**src/rtl/acc_pkg.sv**
```systemverilog
// Shared encodings for the write-back demux: destination select codes and
// the state type of the holding-register controller.
package acc_pkg;

  localparam logic [1:0] SEL_A = 2'b11;
  localparam logic [1:0] SEL_B = 2'b10;
  localparam logic [1:0] SEL_C = 2'b01;
  localparam logic [1:0] SEL_D = 2'b00;

  typedef enum logic {
    EMPTY = 1'b0,
    FULL  = 1'b1
  } state_t;

  // The select code doubles as the bit index into Hold/Wr (bit3=A ... bit0=D).
  function automatic logic [3:0] sel_onehot(input logic [1:0] op);
    sel_onehot = 4'b0001 << op;
  endfunction

endpackage

```
**src/rtl/demux_dest_reg.sv**
```systemverilog
// One destination register of the write-back demux: loads on request and
// raises a strobe for exactly the cycle after the load edge.
module demux_dest_reg #(
  parameter int WIDTH = 16
) (
  input  logic             clk,
  input  logic             rst_n,
  input  logic             load,
  input  logic [WIDTH-1:0] d,
  output logic [WIDTH-1:0] q,
  output logic             strobe
);

  always_ff @(posedge clk or negedge rst_n) begin
    if (!rst_n) begin
      q      <= '0;
      strobe <= 1'b0;
    end else begin
      strobe <= load;
      if (load) begin
        q <= d;
      end
    end
  end

endmodule

```
**src/rtl/wb_demux4b16.sv**
```systemverilog
// Write-back demultiplexer: a one-entry holding register steered into one of
// four destination registers, with per-destination backpressure.
module wb_demux4b16
  import acc_pkg::*;
#(
  parameter int WIDTH = 16
) (
  input  logic             CLK,
  input  logic             RST_N,
  input  logic [WIDTH-1:0] In,
  input  logic [1:0]       OP,
  input  logic             InValid,
  output logic             InReady,
  input  logic [3:0]       Hold,
  output logic [WIDTH-1:0] A,
  output logic [WIDTH-1:0] B,
  output logic [WIDTH-1:0] C,
  output logic [WIDTH-1:0] D,
  output logic [3:0]       Wr,
  output logic [7:0]       WrCount
);

  state_t           state;
  logic [1:0]       held_op;
  logic [WIDTH-1:0] held_data;
  logic [7:0]       wr_count;

  logic             drain;
  logic             transfer;
  logic [3:0]       load;
  logic [WIDTH-1:0] dest [4];

  // Only the hold bit of the held destination matters, and only while FULL.
  assign drain    = (state == FULL) && !Hold[held_op];
  assign InReady  = RST_N && ((state == EMPTY) || !Hold[held_op]);
  assign transfer = InValid && InReady;
  assign load     = drain ? sel_onehot(held_op) : 4'b0000;

  always_ff @(posedge CLK or negedge RST_N) begin
    if (!RST_N) begin
      state     <= EMPTY;
      held_op   <= 2'b00;
      held_data <= '0;
      wr_count  <= 8'd0;
    end else begin
      if (transfer) begin
        held_op   <= OP;
        held_data <= In;
        state     <= FULL;
      end else if (drain) begin
        state <= EMPTY;
      end
      if (drain) begin
        wr_count <= wr_count + 8'd1;
      end
    end
  end

  generate
    for (genvar gi = 0; gi < 4; gi++) begin : g_dest
      demux_dest_reg #(
        .WIDTH(WIDTH)
      ) u_dest (
        .clk   (CLK),
        .rst_n (RST_N),
        .load  (load[gi]),
        .d     (held_data),
        .q     (dest[gi]),
        .strobe(Wr[gi])
      );
    end
  endgenerate

  assign A       = dest[SEL_A];
  assign B       = dest[SEL_B];
  assign C       = dest[SEL_C];
  assign D       = dest[SEL_D];
  assign WrCount = wr_count;

endmodule

```
**config.mk**
```make
export PLATFORM = sky130hd
export DESIGN_NAME = wb_demux4b16
export DESIGN_NICKNAME = d
export VERILOG_FILES = /design/src/rtl/acc_pkg.sv /design/src/rtl/demux_dest_reg.sv /design/src/rtl/wb_demux4b16.sv
export SDC_FILE = /design/constraint.sdc
export NUM_CORES = 1
export LEC_CHECK = 0
export CAP_MARGIN = 15
export CORE_ASPECT_RATIO = 0.5
export CORE_MARGIN = 2
export CORE_UTILIZATION = 45
export CTS_BUF_LIST = sky130_fd_sc_hd__clkbuf_8
export CTS_CLUSTER_DIAMETER = 50
export DETAILED_ROUTE_END_ITERATION = 16
export PLACE_DENSITY = 0.85
export SKIP_CTS_REPAIR_TIMING = 1
export SYNTH_ARGS = -nofsm -noshare
export SYNTH_HDL_FRONTEND = slang
export SYNTH_SLANG_ARGS = --single-unit
```
**constraint.sdc**
```tcl
create_clock -name CLK -period 2.07 [get_ports CLK]
set_input_delay 0.3105 -clock CLK [delete_from_list [all_inputs] [get_ports CLK]]
set_output_delay 0.3105 -clock CLK [all_outputs]
set_load 0.01 [all_outputs]
```
# After elaboration in Yosys (flattened, before gate mapping)

Cells that the tools add are included.

Register bits after elaboration: 95
Input port bits: 25
Output and inout bits: 77
Word-level logic and storage cells: 27

Add/subtract/negate cells: 1
Order comparisons: 1
Shifts and indexed selects: 1
Muxes and demuxes: 5
Bitwise logic cells: 1
Reduce and logical (&&, ||, !) cells: 6

Operators by type and width:

| operator              | number |
|---|---|
| $add A8 B1 Y8 const B | 1 |
| $mux W4               | 1 |
| $shl A1 B2 Y4 const A | 1 |
| $logic_and A1 B1 Y1   | 3 |
| $lt A2 B3 Y1 const B  | 1 |
| $mux W1               | 3 |
| $bmux W1 S2           | 1 |
| $reduce_bool A2 Y1    | 1 |
| $logic_not A1 Y1      | 1 |
| $logic_or A1 B1 Y1    | 1 |
| $not A1 Y1            | 1 |

# Depth between registers and ports, before layout

Gate-level depths: netlist (run 1).

Word-level depth: 7
Depth in mapped cells: 6
Mapped depth without buffers: 4

# Modules after synthesis

Synthesis (run 1) repeated with hierarchy kept, for this count alone.

Cell total of the unflattened synthesis: 224
Area, all modules: 3,896.2 um^2

By module, submodules not included:

| module         | instances | cells an instance | area an instance (um^2) | seq. area each (um^2) |
|---|---|---|---|---|
| demux_dest_reg | 4         | 35                | 674.4                   | 425.4 |
| wb_demux4b16   | 1         | 84                | 1,198.6                 | 675.6 |

# Worst setup path after synthesis (run 1)

OpenSTA, ideal clock, no wires.

Path type: reg2reg
Start point: register held_op[1]
End point: register held_data[10]
Setup time: 0.125 ns
Arrival: 1.812 ns
Data required time: 1.945 ns
Setup slack: 0.132 ns
Stages on the path, launching flop included: 7
Path buffers: 2
Period minus slack after synthesis: 1.938 ns
Cell sequence: dfrtp_1 -> buf_6 -> mux2_4 -> mux2_4 -> a21oi_4 -> buf_12 -> mux2_4

Longest elaborated chain between the ends: 6

Ends and longest elaborated chain:

| item                          | RTL line           | RTL |
|---|---|---|
| start: declaration            | wb_demux4b16.sv:24 | `logic [1:0] held_op;` |
| start signal: assignment      | wb_demux4b16.sv:42 | `held_op <= 2'b00;` |
| start signal: assignment      | wb_demux4b16.sv:47 | `held_op <= OP;` |
| $bmux W1 S2                   | wb_demux4b16.sv:35 | `assign InReady = RST_N && ((state == EMPTY) \|\| !Hold[held_op]);` |
| $mux W1 (implied by the code) | wb_demux4b16.sv:35 |  |
| $logic_not A1 Y1              | wb_demux4b16.sv:35 |  |
| $logic_or A1 B1 Y1            | wb_demux4b16.sv:35 |  |
| $logic_and A1 B1 Y1           | wb_demux4b16.sv:35 |  |
| $logic_and A1 B1 Y1           | wb_demux4b16.sv:36 | `assign transfer = InValid && InReady;` |
| end signal: assignment        | wb_demux4b16.sv:48 | `held_data <= In;` |
| end: declaration              | wb_demux4b16.sv:25 | `logic [WIDTH-1:0] held_data;` |

Every way passes these cells. The select of a mux whose other input is x is not followed.
A chain may end at the register's enable or synchronous reset.

# Final worst setup path (run 1)

Start point: register held_op[1]
End point: output port InReady

Longest elaborated chain between the ends: 5

Ends and longest elaborated chain:

| item                          | RTL line           | RTL |
|---|---|---|
| $bmux W1 S2                   | wb_demux4b16.sv:35 |  |
| $mux W1 (implied by the code) | wb_demux4b16.sv:35 |  |
| $logic_not A1 Y1              | wb_demux4b16.sv:35 |  |
| $logic_or A1 B1 Y1            | wb_demux4b16.sv:35 |  |
| $logic_and A1 B1 Y1           | wb_demux4b16.sv:35 |  |
| end: declaration              | wb_demux4b16.sv:13 | `output logic InReady,` |

Every way passes these cells. The select of a mux whose other input is x is not followed.

==> reports/qor.txt, run 1 <==
Clock Path Buffers - 2
Clk pin slew, worst setup/hold paths - 80 ps
Setup crit end kind - primary output
RSZ-0062 raised after global routing - yes
CP required - 1760 ps
vias in the first global route - 2533
dpl hpwl - 6010 µm
switching share of power - 30.3%
Psw - 2170 µW
peak supply drop - 452 µV
Post-Synth Simple-Gate Area - 7.97%
antenna violations before repair - 0
Avg WL per Cell - 16.9 µm
ys flop type - dfrtp_1
mean area per synthesized cell - 14.4 µm²
Pwr Density - 1380 nW/µm²
yosys warns - 0
Final ANT Viol Nets - 0
post-synthesis mux area share - 22.2%
EDFF count, synth - 0
Crit path arrival time - 1690 ps
Area Overhead vs Synth - 39.7%
fin. max-slew vios - 0
Initial Util - 46.5%
total CTS buffers - 9
# port buffers - 101
Post-route DRC - 0
Post-Syn Nets - 284
Clk Latency, worst-skew pair - 360 ps
register bit total from synthesis - 95
Synth Area in XOR/XNOR - 1.65%
Worst Setup Path Type - reg2out
row cnt - 23
Die W - 133 µm
Crit Path Max Fanout - 3
largest family of logic cells by synthesized area - multiplexers
largest net degree at the start of global routing - 62
sequential cell area fraction in the yosys report - 63.9%
Lkg Pwr - 0.00232 µW
Final Hold Fails - 0
First DRT Iteration DRCs - 105
Mapped Cells - 258
total track usage - 19.3%
core area - 8000 µm²
Slew headroom - 50.2%
placed cells - 477
Hold Path Class - in2async
DRT Pass-1 Iters - 4
Max Cap Viol - 0
Post-synth ARST share - 100%
clock share of power - 17.0%
Final GP Congestion - 0.804
period utilization - 96.9%
Finished Layout Cells - 492
Netlist cell types - 26
Final setup viols - 0
crit start category - flip-flop
cell area after synthesis - 3720 µm²
Vias - 2414
transition time of the tightest slew-check pin - 746 ps
H-tree depth - 3
internal power - 4990 µW
Fmax achieved - 0.499 GHz
total grt overflow - 0
Comb pwr share - 39.2%
Total Wirelength - 8310 µm
Die ar. - 9060 µm²
Synth Area in Compound Gates - 1.31%
Tmin final - 2000 ps
I/O Pins - 102
Synth Area in Adders - 0.336%
outcome - completed
# nets final - 402
vias per inst - 4.91
first-pass GRT wire length - 13000 µm
root buf cell - clkbuf_8
Clock Skews - 4.96 ps
# diodes - 0
CTS sink count - 95
chip height - 68.3 µm
Reg power frac - 43.8%
share of cells above drive strength 1 - 28.9%
CTS tree - yes
Final Util - 65.0%
-- routing by layer --
layer	GRT usage, %	vias up	part of all wire, %
li1	-	1109	-
met1	22.7	1232	42
met2	34.1	56	52
met3	5.33	17	4.1
met4	9.41	0	1.8
met5	0	-	0
-- state kept, by name, indices dropped and copies added (netlist names) --
signal	count
state	1
g_dest.u_dest.strobe	4
held_op	2
WrCount	8
g_dest.u_dest.q	64
held_data	16
-- Yosys cell counts, types with 2 or more instances --
cell,instances,area (µm²)
nand2_1,53,199
and3_1,2,12.5
dfrtp_1,95,2380
nand4_1,5,31.3
mux2_4,13,195
clkbuf_1,2,7.51
xnor2_1,6,52.6
buf_4,5,37.5
buf_2,3,15.0
nor3_2,2,20.0
o21ai_0,2,10.0
mux2_2,55,619
a21oi_1,2,10.0
-- through the flow --
stage          setup slack [ps]  total power (µW)  hold slack (ps)  setup TNS [ps]  instance area (µm²)
5_1_grt                    1.81              7560             28.3               0                 5200
2_1_floorplan               132              4230             14.9               0                 3720
4_1_cts                    -404              7240            -3.30            -404                 5190
6_report                   65.1              7160             9.57               0                 5200
3_5_place_dp               -288              6010              400           -3320                 4990
3_3_place_gp               -278              5860              387           -2880                 4990
-- power by group through the flow --
stage / registers (µW) / clock network, µW / logic, µW
after floorplan: 3370 / 0 / 867
after global placement: 3110 / 0 / 2740
after detailed placement: 3170 / 0 / 2840
after CTS: 3140 / 1250 / 2850
after global routing: 3230 / 1330 / 3000
final: 3140 / 1210 / 2810
-- path summary, 6_finish.rpt --
check                                            start                                 to  slack (ps)  cells after the start
worst max-delay path            held_op[1]$_DFFE_PN0P_                            InReady          70                      5
worst min-delay path                             RST_N                  state$_DFFE_PN0P_          10                      2
worst max register to register  held_op[1]$_DFFE_PN0P_          held_data[14]$_DFFE_PN0P_          70                      6
worst min register to register  WrCount[7]$_DFFE_PN0P_             WrCount[7]$_DFFE_PN0P_         480                      1
max in group asynchronous                        RST_N  g_dest[2].u_dest.strobe$_DFF_PN0_        1440                      2
min in group CLK                                 RST_N                  state$_DFFE_PN0P_         310                      3
-- final cells by class --
cell class	count	area [µm²]
clock buffers	11	151
inverters	2	7.51
well taps	112	140
multi-input cells	149	1270
clock inverters	4	45.0
repair buffers	119	1210
fillers	575	2800
flip-flops and latches	95	2380
-- worst max-delay path, stage by stage (launching register included) --
cell,delay [ps]
dfrtp_1,430
mux2_4,320
mux2_4,280
nand2_2,80
and2_4,140
buf_6,90
-- layout by cell type, fill, tap and decap left out, types with 2 or more instances in the layout --
master,n
clkbuf_8,11
o21ai_0,2
and3_1,2
clkdlybuf4s50_1,99
nand4_1,5
a21oi_1,2
nand2_1,52
nor3_4,2
buf_4,14
mux2_4,13
dfrtp_1,95
buf_12,5
mux2_2,55
clkinv_2,3
xnor2_1,6
-- logic make-up after synthesis --
kind of cell,Yosys count
XOR/XNOR,7
AND/OR/NAND/NOR,66
buffers and inverters,14
adder cells (fa/ha/maj),1
AO/OA/AOI/OAI,6
multiplexers,69
flip-flops,95
Note: power is estimated with default switching activity, not from simulation.
==> inputs of run 2 (changes only) <==
- SLEW_MARGIN: not set -> 30
==> results of run 2 <==
Final layout, timing and power as in run 1 (identical DEF).
==> inputs of run 3 (changes only) <==
- CAP_MARGIN: 15 -> 10
- CORE_UTILIZATION: 45 -> 43
- CTS_BUF_LIST: sky130_fd_sc_hd__clkbuf_8 -> not set
- PLACE_DENSITY: 0.85 -> 0.83
==> run 3 against run 2 <==
Critical path depth stayed put. Flip-flop and latch count stayed put. Largest cell class unchanged. Register-to-register slack hardly changed.
==> reports/qor.txt, run 3 (synthesis gave the netlist of run 1 again) <==
H-tree depth - 3 (unchanged)
period utilization - 97.2% (was 96.9%)
Clock Path Buffers - 2 (unchanged)
dpl ws - -296 ps (was -288 ps)
Crit path arrival time - 1700 ps (was 1690 ps)
setup ws final - 58.7 ps (was 65.1 ps)
fill cell count - 621 (was 575)
Clk Latency, worst-skew pair - 340 ps (was 360 ps)
vias per inst - 4.90 (was 4.91)
Worst Setup Path Type - reg2out (unchanged)
CP Launch Point - held_op[1]$_DFFE_PN0P_ (unchanged)
CTS sink count - 95 (unchanged)
total track usage - 19.4% (was 19.3%)
Power Total - 7690 µW (was 7160 µW)
Finished Layout Cells - 492 (unchanged)
Setup crit end kind - primary output (unchanged)
uppermost layer routed - met4 (unchanged)
CP required - 1760 ps (about the same)
share of cells above drive strength 1 - 28.2% (was 28.9%)
Die W - 136 µm (was 133 µm)
Clock Skews - 6.44 ps (was 4.96 ps)
Final Hold Fails - 0 (unchanged)
Crit Path Max Fanout - 3 (unchanged)
Met3 Wirelength - 249 µm (was 339 µm)
fin. max-slew vios - 0 (unchanged)
Total Wirelength - 8550 µm (was 8310 µm)
First DRT Iteration DRCs - 118 (was 105)
core area - 8200 µm² (was 8000 µm²)
CP bufs+invs - 1 (unchanged)
Clk pin slew, worst setup/hold paths - 60 ps (was 80 ps)
root buf cell - clkbuf_16 (was clkbuf_8)
most frequent cells in the layout - clkdlybuf4s50_1, dfrtp_1, mux2_2 (unchanged)
Max Cap Viol - 0 (unchanged)
I/O Pins - 102 (unchanged)
CTS tree - yes (unchanged)
max reg flops - 64 (unchanged)
RSZ-0062 raised after global routing - no (was yes)
Hold Path Class - in2async (unchanged)
Post-route DRC - 0 (unchanged)
row cnt - 23 (unchanged)
worst-path cell chain - mux2_4, mux2_4, nand2_1, and2_4, buf_4 (was mux2_4, mux2_4, nand2_2, and2_4, buf_6)
Final ANT Viol Nets - 0 (unchanged)
total CTS buffers - 9 (unchanged)
Fin Setup TNS - 0 ps (unchanged)
transition time of the tightest slew-check pin - 643 ps (was 746 ps)
peak supply drop - 697 µV (was 452 µV)
Lkg Pwr - 0.00235 µW (was 0.00232 µW)
vias in the first global route - 2738 (was 2533)
Initial Util - 45.4% (was 46.5%)
Critical Path Max Stage Delay - 420 ps (was 430 ps)
Avg WL per Cell - 17.4 µm (was 16.9 µm)
Die ar. - 9460 µm² (was 9060 µm²)
Worst R2R Start - held_op[1]$_DFFE_PN0P_ (unchanged)
Area Overhead vs Synth - 40.8% (was 39.7%)
Slew headroom - 57.1% (was 50.2%)
Final GP Congestion - 0.781 (was 0.804)
Placed Area - 4930 µm² (was 4990 µm²)
outcome - completed (unchanged)
Metal-1 WL - 3630 µm (was 3520 µm)
largest net degree at the start of global routing - 53 (was 62)
antenna violations before repair - 0 (unchanged)
chip height - 69.8 µm (was 68.3 µm)
final instance area - 5240 µm² (was 5200 µm²)
# diodes - 0 (unchanged)
area of the multi-input gates - 1250 µm² (was 1270 µm²)
routed wl met2 - 4560 µm (was 4290 µm)
Pwr Density - 1470 nW/µm² (was 1380 nW/µm²)
# nets final - 402 (unchanged)
Tmin final - 2010 ps (was 2000 ps)
Top cell by count, worst path - mux2_4 (unchanged)
FF/Latch Area - 2380 µm² (unchanged)
Largest Register - g_dest.u_dest.q (unchanged)
Fmax achieved - 0.497 GHz (was 0.499 GHz)
CP top delay family - multiplexers (unchanged)
first-pass GRT wire length - 14000 µm (was 13000 µm)
# port buffers - 101 (unchanged)
total grt overflow - 0 (unchanged)
dpl hpwl - 6120 µm (was 6010 µm)
Critical-path top delay cell - dfrtp_1 (unchanged)
placed cells - 477 (unchanged)
Final setup viols - 0 (unchanged)
DRT Pass-1 Iters - 4 (unchanged)
crit start category - flip-flop (unchanged)
Vias - 2409 (was 2414)
most common cell after layout, fill and taps aside - clkdlybuf4s50_1 (unchanged)
-- run 3: cell types whose count changed in the layout (fill, tap and decap cells not counted), sizes merged --
cell and delta:
clkinv -3, clkbuf +1, bufinv +1, clkinvlp +1
-- run 3: path summary, 6_finish.rpt --
kind | to | slack, ps | depth (start not counted)
setup / recovery | InReady | 60 | 5
hold / removal | held_data[15]$_DFFE_PN0P_ | 70 | 2
setup reg to reg | held_data[3]$_DFFE_PN0P_ | 80 | 6
hold reg to reg | g_dest[3].u_dest.q[2]$_DFFE_PN0P_ | 470 | 2
max in group asynchronous | g_dest[1].u_dest.q[6]$_DFFE_PN0P_ | 1530 | 2
min in group CLK | state$_DFFE_PN0P_ | 350 | 3
-- run 3: stage by stage --
stage	utilization, %	hold slack [ps]
2_1_floorplan	-	14.9
3_3_place_gp	60.1	427
3_5_place_dp	60.1	449
4_1_cts	63.9	88.5
5_1_grt	63.9	131
6_report	63.9	73.8
-- run 3: per-layer routing --
layer,vias up,track usage [%]
li1,1109,-
met2,41,35.0
met3,11,4.09
met1,1248,23.4
met5,-,0
met4,0,6.02
-- run 3: final cells by class --
cell class	count	share of cell area (%)
Sequential cell	95	45.4
Inverter	2	0.143
Tap cell	112	2.67
Clock buffer	12	4.70
Timing Repair Buffer	119	22.0
Clock inverter	3	1.29
Multi-Input combinational cell	149	23.8
-- run 3: report_power, final --
group | switching [µW] | internal, µW | leakage (µW)
Combinational | 1020 | 1760 | 0.00102
Sequential | 560 | 2610 | 0.00117
Clock | 654 | 1080 | 0.000149
==> RTL change 1, RTL diff (settings of run 2) <==
`WIDTH` is set to 16 in 2 places; all go to 14.
--- a/src/rtl/demux_dest_reg.sv
+++ b/src/rtl/demux_dest_reg.sv
@@ -1,7 +1,7 @@
 // One destination register of the write-back demux: loads on request and
 // raises a strobe for exactly the cycle after the load edge.
 module demux_dest_reg #(
-  parameter int WIDTH = 16
+  parameter int WIDTH = 14
 ) (
   input  logic             clk,
   input  logic             rst_n,
--- a/src/rtl/wb_demux4b16.sv
+++ b/src/rtl/wb_demux4b16.sv
@@ -3,7 +3,7 @@
 module wb_demux4b16
   import acc_pkg::*;
 #(
-  parameter int WIDTH = 16
+  parameter int WIDTH = 14
 ) (
   input  logic             CLK,
   input  logic             RST_N,
Interface: changed (5 resized); port bits go from 102 to 92. No check against the original RTL was run, so the function may have changed too.
==> RTL change 1 against run 2 <==
- die area down 9.5%
- routed wire length down 12%
- combinational power down 11%
- worst setup slack worse by 23 ps
- core utilization down 0.23 points
- power down 8.1%
- first-iteration DRC count up 18%
- sequential power down 10%
- sequential cell count down 10
- final area down 9.5%
- synthesized area down 9.9%
==> RTL change 1: results (changes against run 2) <==
stage,metric,value,unit,change
layout,Fillers,546,,was 575
place,DPL Wire Length,5.16,mm,was 6.01 mm
place,IO buf count,91,,was 101
global_route,Global Route met2 Usage,33.7,%,was 34.1%
logic_synthesis,Synth Area in XOR/XNOR,1.83,%,was 1.65%
global_route,pin count of the biggest net entering global routing,46,,was 62
layout,max reg flops,56,,was 64
logic_synthesis,Area contributors post-synth,"dfrtp_1, mux2_2, mux2_4",,"was dfrtp_1, mux2_2, nand2_1"
place,gpl congestion,0.837,,was 0.804
status,status,"finished, final reports clean",,unchanged
place,dpl ws,-279,ps,was -288 ps
drt,drt first-iter violations,124,,was 105
global_route,first-pass GRT wire length,11.9,mm,was 13.0 mm
global_route,GRT met1 Usage,23.1,%,was 22.7%
global_route,vias in the first global route,2320,,was 2533
critical_path,FF-to-FF setup slack,40,ps,was 70 ps
power_and_ir_drop,Logic pwr share,37.9,%,was 39.2%
timing,Final min period,2030,ps,was 2000 ps
power_and_ir_drop,Peak VDD IR,0.423,mV,was 0.452 mV
power_and_ir_drop,LEAKAGE,0.00211,uW,was 0.00232 uW
global_route,met3 GRT Util,4.62,%,was 5.33%
layout,Final nets,365,,was 402
clocking,Worst-Skew Late Latency,340,ps,was 360 ps
timing,Slew @ Worst Pin,558,ps,was 746 ps
logic_synthesis,syn nets,257,,was 284
global_route,Total GRT Usage,18.9,%,was 19.3%
critical_path,Worst Path Max Fanout,15,,was 3
logic_synthesis,syn avg cell area,14.4,sq um,about the same
logic_synthesis,register area share after synthesis,63.4,%,was 63.9%
place,area post-placement,4440,sq um,was 4990 sq um
logic_synthesis,post-synthesis compound-gate area fraction,1.46,%,was 1.31%
timing,Setup Skew,9.62,ps,was 4.96 ps
layout,share of layout cells above drive strength 1,29.8,%,was 28.9%
timing,Post-Route Hold Slack,90.1,ps,was 9.57 ps
logic_synthesis,mux cell area share after synthesis,21.9,%,was 22.2%
==> RTL change 1: changes by cell type after synthesis <==
cell	delta
clkbuf_1	-1
buf_2	-1
clkinv_1	-1
mux2_2	-8
buf_1	+1
nand2_1	-6
dfrtp_1	-10
inv_1	+1
==> RTL change 1: final cells by class <==
type                            instances  area, sq um  share of cell area [%]
Clock buffer                           10          138                    2.93
Timing Repair Buffer                  108         1090                    23.1
Multi-Input combinational cell        135         1140                    24.2
Inverter                                2         7.51                   0.160
Sequential cell                        85         2130                    45.2
Tap cell                               96          120                    2.55
Clock inverter                          6         86.3                    1.84
==> RTL change 1: how the worst max path moves through the flow <==
stage,cells past startpoint,startpoint,to
4_1_cts,5,held_op[1],InReady
2_1_floorplan,6,held_op[1],held_data[0]
6_report,6,held_op[1],held_data[11]
3_5_place_dp,6,Hold[1],InReady
3_3_place_gp,6,Hold[1],InReady
5_1_grt,5,held_op[1],InReady
==> RTL change 1: kinds of logic (layout without fill, tap and decap cells) <==
| logic type | count (synthesis) | after routing |
|---|---|---|
| DFF | 85 | 85 |
| muxes | 61 | 61 |
| and+or+nand+nor | 60 | 60 |
| buffers and inverters | 13 | 126 |
| xor gates and xnor gates | 7 | 7 |
| AOI/OAI and AO/OA | 6 | 6 |
| adders and majority gates | 1 | 1 |
==> RTL change 1: worst max-delay path, stage by stage (launching register included) <==
cell and delay, ps:
dfrtp_2 460, mux2_4 320, mux2_4 280, buf_4 140, a21oi_4 160, buf_12 180
mux2_2 360
==> RTL change 1: routing by layer <==
metal  share of wire [%]  wire length [microns]
met1                  43                   3140
met2                  52                   3840
met3                 3.9                    289
met4                0.95                     70
met5                   0                      0
==> RTL change 2, RTL diff (flow settings as in run 2) <==
Without the edit above. Register the output `WrCount` once more, without a reset; this adds one clock of latency there. The other outputs are not delayed to match.
--- a/src/rtl/wb_demux4b16.sv
+++ b/src/rtl/wb_demux4b16.sv
@@ -75,7 +75,9 @@
   assign B       = dest[SEL_B];
   assign C       = dest[SEL_C];
   assign D       = dest[SEL_D];
-  assign WrCount = wr_count;
+  always_ff @(posedge CLK) begin
+    WrCount <= wr_count;
+  end
 
 endmodule
 
Function: changed (a bounded check fails within 4 cycles, from zero or initial values and one cycle with RST_N low).
==> RTL change 2 against run 2 <==
- final area up 2.5%
- via count up 2.7%
- first-iteration DRC count up 71%
- sequential power up 7.3%
- synthesized area up 4.2%
- largest power group unchanged
- sequential cell count up 8
- power up 3.4%
- worst setup slack worse by 24 ps
- combinational power about the same
- routed wire length up 4.1%
==> RTL change 2: results (changes against run 2) <==
stage,metric,value,unit,change
layout,Fillers,596,,was 575
timing,Setup Skew,12.5,ps,was 4.96 ps
global_route,pin count of the biggest net entering global routing,47,,was 62
logic_synthesis,Synth async-reset ratio,92.2,%,was 100%
drt,met3 WL,335,microns,was 339 microns
power_and_ir_drop,Peak VDD IR,0.806,mV,was 0.452 mV
logic_synthesis,cells after synthesis,266,,was 258
logic_synthesis,top post-synthesis cells by count,"dfrtp_1, mux2_2, nand2_1, mux2_4, dfxtp_1",,"was dfrtp_1, mux2_2, nand2_1, mux2_4, xnor2_1"
power_and_ir_drop,LEAKAGE,0.00238,uW,was 0.00232 uW
die,die area,9420,sq um,was 9060 sq um
critical_path,CP peak stage delay,450,ps,was 430 ps
status,status,"finished, final reports clean",,unchanged
logic_synthesis,Area contributors post-synth,"dfrtp_1, mux2_2, nand2_1",,unchanged
logic_synthesis,register area share after synthesis,65.4,%,was 63.9%
drt,vias,2480,,was 2414
layout,Final nets,412,,was 402
place,Inst Count DP,485,,was 477
drt,WL met1,3.68,mm,was 3.52 mm
place,gpl congestion,0.824,,was 0.804
timing,Max-slew headroom,61.4,%,was 50.2%
critical_path,"Slowest-stage cell, CP",dfrtp_2,,was dfrtp_1
layout,non-filler instance count after layout,503,,was 492
logic_synthesis,syn nets,292,,was 284
global_route,vias in the first global route,2713,,was 2533
global_route,GRT met1 Usage,23.8,%,was 22.7%
drt,Wirelength per Cell,17.2,microns,was 16.9 microns
critical_path,Worst Path Max Fanout,4,,was 3
place,DPL Wire Length,6.27,mm,was 6.01 mm
-- RTL change 2: cell count changes in the layout (fill, tap and decap cells not counted), moves of 2 or more --
cell / run 2 / this run
dfxtp_1: 0 / 8
buf_4: 14 / 17
clkinv_2: 3 / 0
inv_1: 1 / 4
buf_12: 5 / 3
clkbuf_8: 11 / 9
nor3_2: 0 / 2
nor3_4: 2 / 0
-- RTL change 2: area by class of cell --
| class | instances | area (sq um) | share of cell area, % |
|---|---|---|---|
| Sequential cell | 103 | 2540 | 47.7 |
| Tap cell | 112 | 140 | 2.63 |
| Multi-Input combinational cell | 149 | 1250 | 23.5 |
| Timing Repair Buffer | 121 | 1200 | 22.5 |
| Clock buffer | 9 | 124 | 2.33 |
| Clock inverter | 7 | 66.3 | 1.25 |
| Inverter | 2 | 7.51 | 0.141 |
-- RTL change 2: final timing paths --
kind,startpoint,endpoint,slack (ps),cells after the start
min in group CLK,wr_count[7],WrCount[7],400,0
hold reg to reg,wr_count[7],WrCount[7],400,0
setup / recovery,held_op[1],InReady,40,5
max in group asynchronous,RST_N,held_data[10],370,4
hold / removal,RST_N,g_dest[3].u_dest.q[7],360,2
setup reg to reg,held_op[1],held_op[1],70,6
-- RTL change 2: where the power goes --
group | total [uW] | internal (uW) | switching (uW)
sequential | 3370 | 2810 | 560
clock | 1230 | 554 | 672
combinational | 2810 | 1770 | 1030
-- RTL change 2: cell families after synthesis --
kind of cell / share of synthesized area [%]
compound gates: 1.26
xor+xnor: 1.58
fa+ha+maj: 0.323
buf+inv: 2.48
flops: 65.4
mux: 21.3
simple gates: 7.65
